<file path="config.mk">
export PLATFORM = sky130hd
export DESIGN_NAME = sha256_axil_master
export DESIGN_NICKNAME = d
export VERILOG_FILES = /design/src/rtl/sha256_axil_master.sv
export SDC_FILE = /design/constraint.sdc
export NUM_CORES = 2
export LEC_CHECK = 0
export BUFFER_PORTS_ARGS = -buffer_cell sky130_fd_sc_hd__buf_2
export CORE_MARGIN = 3
export CORE_UTILIZATION = 30
export CTS_CLUSTER_DIAMETER = 80
export DETAILED_ROUTE_END_ITERATION = 16
export GPL_TIMING_DRIVEN = 0
export HOLD_SLACK_MARGIN = 0.1
export PLACE_DENSITY_LB_ADDON = 0.2
export SETUP_SLACK_MARGIN = 0.2
export SYNTH_ARGS = -nofsm -noshare
export SYNTH_HDL_FRONTEND = slang
export SYNTH_SLANG_ARGS = --single-unit
export TNS_END_PERCENT = 20
</file>
<file path="constraint.sdc">
create_clock -name m00_axi_aclk -period 8 [get_ports m00_axi_aclk]
set_input_delay 1.6 -clock m00_axi_aclk [delete_from_list [all_inputs] [get_ports m00_axi_aclk]]
set_output_delay 1.6 -clock m00_axi_aclk [all_outputs]
set_load 0.01 [all_outputs]
</file>
<file path="src/rtl/sha256_axil_master.sv">
// rtl/sha256_axil_master.sv - AXI4-Lite initiator driving one SHA-256 block through the myip hash peripheral
//
// Purpose: writes MSG0..MSG15, pulses CTRL.init, polls STATUS.hash_ready, reads DIG0..DIG7
//          and presents the 256-bit result on a parallel interface.
// Ports:
//   m00_axi_aclk / m00_axi_aresetn : clock (rising edge) / asynchronous active-low reset
//   start, block[511:0]            : one-cycle request and message block (sampled in IDLE)
//   busy, done, error              : progress, one-cycle completion pulse, sticky error flag
//   digest[255:0]                  : result, updated only on a successful run
//   m00_axi_aw*/w*/b*/ar*/r*       : AXI4-Lite master channels
// Build option: SHA_MST_RESP_CHECK_EN - abort with error on any non-OKAY bresp/rresp.
module sha256_axil_master #(
  parameter int C_M00_AXI_ADDR_WIDTH = 9,
  parameter int C_M00_AXI_DATA_WIDTH = 32,
  parameter int C_BASE_ADDR          = 0,
  parameter int POLL_TIMEOUT         = 1024
) (
  input  logic                              m00_axi_aclk,
  input  logic                              m00_axi_aresetn,
  input  logic                              start,
  input  logic [511:0]                      block,
  output logic                              busy,
  output logic                              done,
  output logic                              error,
  output logic [255:0]                      digest,
  output logic [C_M00_AXI_ADDR_WIDTH-1:0]   m00_axi_awaddr,
  output logic [2:0]                        m00_axi_awprot,
  output logic                              m00_axi_awvalid,
  input  logic                              m00_axi_awready,
  output logic [C_M00_AXI_DATA_WIDTH-1:0]   m00_axi_wdata,
  output logic [C_M00_AXI_DATA_WIDTH/8-1:0] m00_axi_wstrb,
  output logic                              m00_axi_wvalid,
  input  logic                              m00_axi_wready,
  input  logic [1:0]                        m00_axi_bresp,
  input  logic                              m00_axi_bvalid,
  output logic                              m00_axi_bready,
  output logic [C_M00_AXI_ADDR_WIDTH-1:0]   m00_axi_araddr,
  output logic [2:0]                        m00_axi_arprot,
  output logic                              m00_axi_arvalid,
  input  logic                              m00_axi_arready,
  input  logic [C_M00_AXI_DATA_WIDTH-1:0]   m00_axi_rdata,
  input  logic [1:0]                        m00_axi_rresp,
  input  logic                              m00_axi_rvalid,
  output logic                              m00_axi_rready
);

  localparam int AW  = C_M00_AXI_ADDR_WIDTH;
  localparam int PCW = $clog2(POLL_TIMEOUT + 1);

  typedef enum logic [2:0] {
    S_IDLE, S_WR_MSG, S_WR_INIT, S_WR_CLR, S_POLL, S_RD_HASH, S_DONE
  } state_t;

  state_t         r_state, w_next_state;
  logic [3:0]     r_idx, w_next_idx;
  logic [PCW-1:0] r_poll_cnt, w_poll_next;
  logic [511:0]   r_block, w_msg_src;
  logic [255:0]   r_shadow, r_digest;
  logic           r_busy, r_done, r_error;
  logic           r_awvalid, r_wvalid, r_bready, r_arvalid, r_rready;
  logic [AW-1:0]  r_awaddr, r_araddr, w_addr;
  logic [31:0]    r_wdata, w_wdata;
  logic [3:0]     r_wstrb;
  logic [7:0]     w_off;
  logic           w_launch, w_set_err, w_resp_err, w_b_hs, w_r_hs, w_wr_accepted, w_is_write;

  assign w_b_hs = r_bready & m00_axi_bvalid;
  assign w_r_hs = r_rready & m00_axi_rvalid;
  // Both halves of the write are accepted on this edge (either earlier or right now).
  assign w_wr_accepted = (r_awvalid | r_wvalid) & (~r_awvalid | m00_axi_awready)
                       & (~r_wvalid | m00_axi_wready);
  assign w_poll_next = r_poll_cnt + PCW'(1);

`ifdef SHA_MST_RESP_CHECK_EN
  assign w_resp_err = (w_b_hs && (m00_axi_bresp != 2'b00)) || (w_r_hs && (m00_axi_rresp != 2'b00));
`else
  logic w_unused_resp;
  assign w_resp_err    = 1'b0;
  assign w_unused_resp = ^{m00_axi_bresp, m00_axi_rresp};
`endif

  // Next state plus a launch flag: the next transaction is issued on the same edge that
  // completes the previous one, so its valid is visible the following cycle.
  always_comb begin
    w_next_state = r_state;
    w_next_idx   = r_idx;
    w_launch     = 1'b0;
    w_set_err    = 1'b0;
    case (r_state)
      S_IDLE: if (start) begin
        w_next_state = S_WR_MSG; w_next_idx = 4'd0; w_launch = 1'b1;
      end
      S_WR_MSG: if (w_b_hs) begin
        if (w_resp_err) begin w_next_state = S_DONE; w_set_err = 1'b1; end
        else if (r_idx == 4'd15) begin w_next_state = S_WR_INIT; w_launch = 1'b1; end
        else begin w_next_idx = r_idx + 4'd1; w_launch = 1'b1; end
      end
      S_WR_INIT: if (w_b_hs) begin
        if (w_resp_err) begin w_next_state = S_DONE; w_set_err = 1'b1; end
        else begin w_next_state = S_WR_CLR; w_launch = 1'b1; end
      end
      S_WR_CLR: if (w_b_hs) begin
        if (w_resp_err) begin w_next_state = S_DONE; w_set_err = 1'b1; end
        else begin w_next_state = S_POLL; w_launch = 1'b1; end
      end
      S_POLL: if (w_r_hs) begin
        if (w_resp_err) begin w_next_state = S_DONE; w_set_err = 1'b1; end
        else if (m00_axi_rdata[0]) begin w_next_state = S_RD_HASH; w_next_idx = 4'd0; w_launch = 1'b1; end
        else if (w_poll_next == PCW'(POLL_TIMEOUT)) begin w_next_state = S_DONE; w_set_err = 1'b1; end
        else w_launch = 1'b1;
      end
      S_RD_HASH: if (w_r_hs) begin
        if (w_resp_err) begin w_next_state = S_DONE; w_set_err = 1'b1; end
        else if (r_idx == 4'd7) w_next_state = S_DONE;
        else begin w_next_idx = r_idx + 4'd1; w_launch = 1'b1; end
      end
      S_DONE:  w_next_state = S_IDLE;
      default: w_next_state = S_IDLE;
    endcase
  end

  // Address and data of the transaction being launched, keyed on the state it belongs to.
  always_comb begin
    w_is_write = (w_next_state == S_WR_MSG) || (w_next_state == S_WR_INIT) || (w_next_state == S_WR_CLR);
    w_msg_src  = (r_state == S_IDLE) ? block : r_block;
    case (w_next_state)
      S_WR_MSG:  w_off = {2'b00, w_next_idx, 2'b00};
      S_RD_HASH: w_off = 8'h40 + {2'b00, w_next_idx, 2'b00};
      S_POLL:    w_off = 8'h64;
      default:   w_off = 8'h60;
    endcase
    w_addr = AW'(C_BASE_ADDR) + AW'(w_off);
    case (w_next_state)
      S_WR_MSG:  w_wdata = w_msg_src[{w_next_idx, 5'b00000} +: 32];
      S_WR_INIT: w_wdata = 32'd1;
      default:   w_wdata = 32'd0;
    endcase
  end

  always_ff @(posedge m00_axi_aclk or negedge m00_axi_aresetn) begin
    if (!m00_axi_aresetn) begin
      r_state <= S_IDLE;   r_idx <= 4'd0;      r_poll_cnt <= '0;
      r_block <= '0;       r_shadow <= '0;     r_digest <= '0;
      r_busy <= 1'b0;      r_done <= 1'b0;     r_error <= 1'b0;
      r_awvalid <= 1'b0;   r_wvalid <= 1'b0;   r_bready <= 1'b0;
      r_arvalid <= 1'b0;   r_rready <= 1'b0;
      r_awaddr <= '0;      r_araddr <= '0;     r_wdata <= '0;   r_wstrb <= 4'h0;
    end else begin
      r_state <= w_next_state;
      r_idx   <= w_next_idx;
      r_done  <= 1'b0;
      if (r_awvalid && m00_axi_awready) r_awvalid <= 1'b0;
      if (r_wvalid && m00_axi_wready) begin r_wvalid <= 1'b0; r_wstrb <= 4'h0; end
      if (w_wr_accepted) r_bready <= 1'b1;
      if (w_b_hs) r_bready <= 1'b0;
      if (r_arvalid && m00_axi_arready) begin r_arvalid <= 1'b0; r_rready <= 1'b1; end
      if (w_r_hs) r_rready <= 1'b0;
      if (w_launch) begin
        if (w_is_write) begin
          r_awvalid <= 1'b1; r_wvalid <= 1'b1; r_wstrb <= 4'hF;
          r_awaddr  <= w_addr; r_wdata <= w_wdata;
        end else begin
          r_arvalid <= 1'b1; r_araddr <= w_addr;
        end
      end
      if (r_state == S_IDLE && start) begin
        r_block <= block; r_error <= 1'b0; r_busy <= 1'b1; r_poll_cnt <= '0;
      end
      if (r_state == S_POLL && w_r_hs) r_poll_cnt <= w_poll_next;
      if (r_state == S_RD_HASH && w_r_hs) r_shadow[{r_idx[2:0], 5'b00000} +: 32] <= m00_axi_rdata;
      if (w_next_state == S_DONE && r_state != S_DONE) begin
        r_done  <= 1'b1;
        r_busy  <= 1'b0;
        r_error <= w_set_err;
        // Success only leaves RD_HASH on DIG7, which lands in the top word this edge.
        if (!w_set_err) r_digest <= {m00_axi_rdata, r_shadow[223:0]};
      end
    end
  end

  assign busy            = r_busy;
  assign done            = r_done;
  assign error           = r_error;
  assign digest          = r_digest;
  assign m00_axi_awaddr  = r_awaddr;
  assign m00_axi_awprot  = 3'b000;
  assign m00_axi_awvalid = r_awvalid;
  assign m00_axi_wdata   = r_wdata;
  assign m00_axi_wstrb   = r_wstrb;
  assign m00_axi_wvalid  = r_wvalid;
  assign m00_axi_bready  = r_bready;
  assign m00_axi_araddr  = r_araddr;
  assign m00_axi_arprot  = 3'b000;
  assign m00_axi_arvalid = r_arvalid;
  assign m00_axi_rready  = r_rready;

endmodule
</file>
==> out/results.tsv <==
stage	metric	value	unit
power_and_ir_drop	p_switching	7070	uW
status	outcome	completed	
die	pin_count	880	
timing	worstMarginPinSlew	1.43	ns
grt	grtUsageTotal	25.4	%
logic_synthesis	syn_area	0.0501	mm^2
worst_setup_path	cp_max_fo	10	
clock_network	cts_root_buf	clkbuf_16	
logic_synthesis	seq_area_frac_synth	53.1	%
detailed_routing	ant_nets	0	
die	num_rows	149	
worst_setup_path	worstSetupPathType	in -> reg	
placed_design	dp_cells	8829	
grt	grt_pass1_wl	317	mm
clock_network	postCtsHoldBufs	0	
final_layout	final_area	0.0621	mm^2
timing	hold_viol	0	
power_and_ir_drop	pwr-share-clk	31.5	%
placed_design	hpwl	173	mm
clock_network	clk_pin_slew	0.06	ns
detailed_routing	drc	0	
clock_network	cts_tree	built	
placed_design	dp_slack	2.42	ns
power_and_ir_drop	p_comb_share	29.8	%
logic_synthesis	synth_cell_type_count	55	
power_and_ir_drop	seqPwrFrac	38.8	%
timing	fin_crit	4.75	ns
power_and_ir_drop	p_int	12400	uW
die	die_x	415	um
timing	tns	0	ns
worst_setup_path	rr_startpoint	r_idx[1]	
die	die_h	415	um
logic_synthesis	ys.flop_type	dfrtp_1	
logic_synthesis	syn_avg_cell_area	8.70	um^2
final_layout	instances_no_fill	9147	
worst_setup_path	end_kind	flip-flop	
clock_network	htreeDepth	4	
clock_network	clk_path_buf_depth	3	
min_path	whs_path_depth	2	
clock_network	insertion_delay	0.81	ns
logic_synthesis	ys_ff_latch	1064	
timing	setup_ws	3.25	ns
clock_network	numClockSinks	1064	
die	start_util	30.3	%
logic_synthesis	synthArstFlopShare	100	%
detailed_routing	wl_per_cell	24.5	um
final_layout	drive_gt1_share	19.5	%
clock_network	numCtsBuffers	133	
timing	setup_viol	0	
logic_synthesis	syn_inst	5758	
placed_design	place_congestion	0.917	
placed_design	port_buffers	861	
logic_synthesis	ys_top_cells_by_area	dfrtp_1, nand2_1, mux2i_1	
die	die-area	0.172	mm^2
grt	overflow	0	
detailed_routing	drtPass1Iterations	6	
min_path	hold_start	r_shadow[189]	
power_and_ir_drop	swShare	36.4	%
timing	period_share	59.4	%
logic_synthesis	synth_edf_count	0	
worst_setup_path	crit_path_start_kind	input port	
worst_setup_path	critical_path_required	8.68	ns
grt	grt_pass1_vias	43471	
timing	grt_setup_unrepaired	false	
min_path	whs_endpoint	digest[189]	
worst_setup_path	r2r_setup_slack	3.72	ns
timing	maxSlewViolCount	0	
detailed_routing	routed_wl	224	mm
logic_synthesis	synth_top_area_share	53.1	%
power_and_ir_drop	power_leakage	0.0346	uW
min_path	hold_path_class	reg -> reg	
clock_network	post_cts_resized	0	
logic_synthesis	yosys.area.top_type	dfrtp_1	
logic_synthesis	yosysWarnings	0	
final_layout	finalNetCount	7335	
timing	skew	0.0651	ns
clock_network	post_cts_buffers	0	
job	max-cap-violations	0	
detailed_routing	via_per_inst	4.92	
timing	max_freq	210	MHz
worst_setup_path	critPathArrivalTime	5.44	ns
detailed_routing	drt_iter0_drc	4099	
worst_setup_path	rr_endpoint	m00_axi_wdata[19]	
worst_setup_path	reg2reg_depth	12	
power_and_ir_drop	powerDensity	313	mW/mm^2
final_layout	area_delta_synth_final	23.9	%
placed_design	dpl_cell_area	0.0574	mm^2
detailed_routing	vias	45024	
timing	relSlewSlack	4.97	%
die	coreArea	0.166	mm^2
grt	grt_max_degree	149	
power_and_ir_drop	ir_drop	214	uV
grt	antenna_found_initial	153	
layout by cell type, fill, tap and decap left out, drive strengths merged, types with 14 or more instances in the layout:
cell / synthesis / layout
o22ai: 34 / 34
mux2i: 457 / 457
clkinv: 0 / 22
and2: 34 / 34
a311o: 31 / 31
o21ai: 56 / 56
diode: 0 / 89
clkbuf: 288 / 482
inv: 12 / 18
mux2: 199 / 199
nor2: 21 / 21
nand3: 453 / 453
dfrtp: 1064 / 1064
conb: 1 / 14
buf: 105 / 974
nand2: 2906 / 2906
per-layer routing:
| metal | GRT usage (%) | share of wire, % | vias up |
|---|---|---|---|
| met5 | 0 | 0.066 | - |
| met4 | 15.9 | 7.3 | 20 |
| met3 | 4.72 | 5.8 | 505 |
| met2 | 41.6 | 47 | 1645 |
| met1 | 30.9 | 40 | 22117 |
| li1 | - | - | 20737 |
Yosys cell counts (all sizes together), types with 21 or more instances:
master,count
nand3,453
nand2,2906
o22ai,34
o21ai,56
clkbuf,288
buf,105
dfrtp,1064
nor2,21
mux2,199
a311o,31
mux2i,457
and2,34
worst max-delay path, cell delays in order:
cell,delay (ns)
buf_2,0.18
nand3_1,0.16
a311oi_2,0.49
o221a_2,0.33
buf_2,0.20
buf_4,0.32
buf_2,0.55
buf_2,0.34
nand3_1,0.11
nand3_1,0.16
nand3_1,0.46
a311o_1,0.48
layout make-up:
type / instances / area, um^2
diodes: 89 / 223
plain buffers: 393 / 1640
clock buffers: 194 / 3800
clock inverters: 35 / 623
fillers: 17279 / 103000
inverters: 12 / 47.5
multi-input cells: 4302 / 21900
flip-flops and latches: 1064 / 26600
well taps: 2189 / 2740
repair buffers: 869 / 4530
worst max-delay path by stage:
stage / from / to / slack, ns / depth (start not counted)
floorplan: m00_axi_rvalid / m00_axi_wdata[0] / 4.29 / 10
global placement: m00_axi_aresetn / r_block[20] / -20.05 / 1
detailed placement: m00_axi_rvalid / m00_axi_wdata[19] / 2.42 / 12
CTS: m00_axi_rvalid / m00_axi_wdata[19] / 3.28 / 12
global route: m00_axi_rvalid / m00_axi_wdata[19] / 3.22 / 12
finish: m00_axi_rvalid / m00_axi_wdata[19] / 3.25 / 12
kinds of logic after synthesis:
kind of cell,synth area share [%]
multiplexers,13.6
buffers and inverters,3.36
AND/OR/NAND/NOR,27.4
adder cells (fa/ha/maj),0.0999
other,0.00748
AO/OA/AOI/OAI,2.26
flip-flops,53.1
XOR/XNOR,0.140
stage by stage:
| step | total power (uW) | hold slack [ns] | util, % |
|---|---|---|---|
| after CTS | 19500 | 0.443 | 37.4 |
| final | 19400 | 0.450 | 37.5 |
| after floorplan | 11000 | 0.433 | - |
| after detailed placement | 13400 | 0.442 | 34.7 |
| after global routing | 20500 | 0.462 | 37.5 |
| after global placement | 13300 | 0.442 | 34.6 |
sequential cells by signal (all words and copies together) (netlist names), 4 cells and up:
| register | cells |
|---|---|
| r_block | 512 |
| digest | 256 |
| r_shadow | 224 |
| m00_axi_wdata | 32 |
| r_poll_cnt | 11 |
| m00_axi_araddr | 5 |
| m00_axi_awaddr | 5 |
| m00_axi_wstrb | 4 |
| r_idx | 4 |
power groups by stage:
stage / logic, uW / clock network [uW] / registers (uW)
final: 5790 / 6110 / 7540
after global routing: 6340 / 6470 / 7690
after CTS: 5790 / 6240 / 7510
after detailed placement: 5780 / 0 / 7590
after global placement: 5690 / 0 / 7570
after floorplan: 3520 / 0 / 7440
Power figures use the tool's default switching activity.
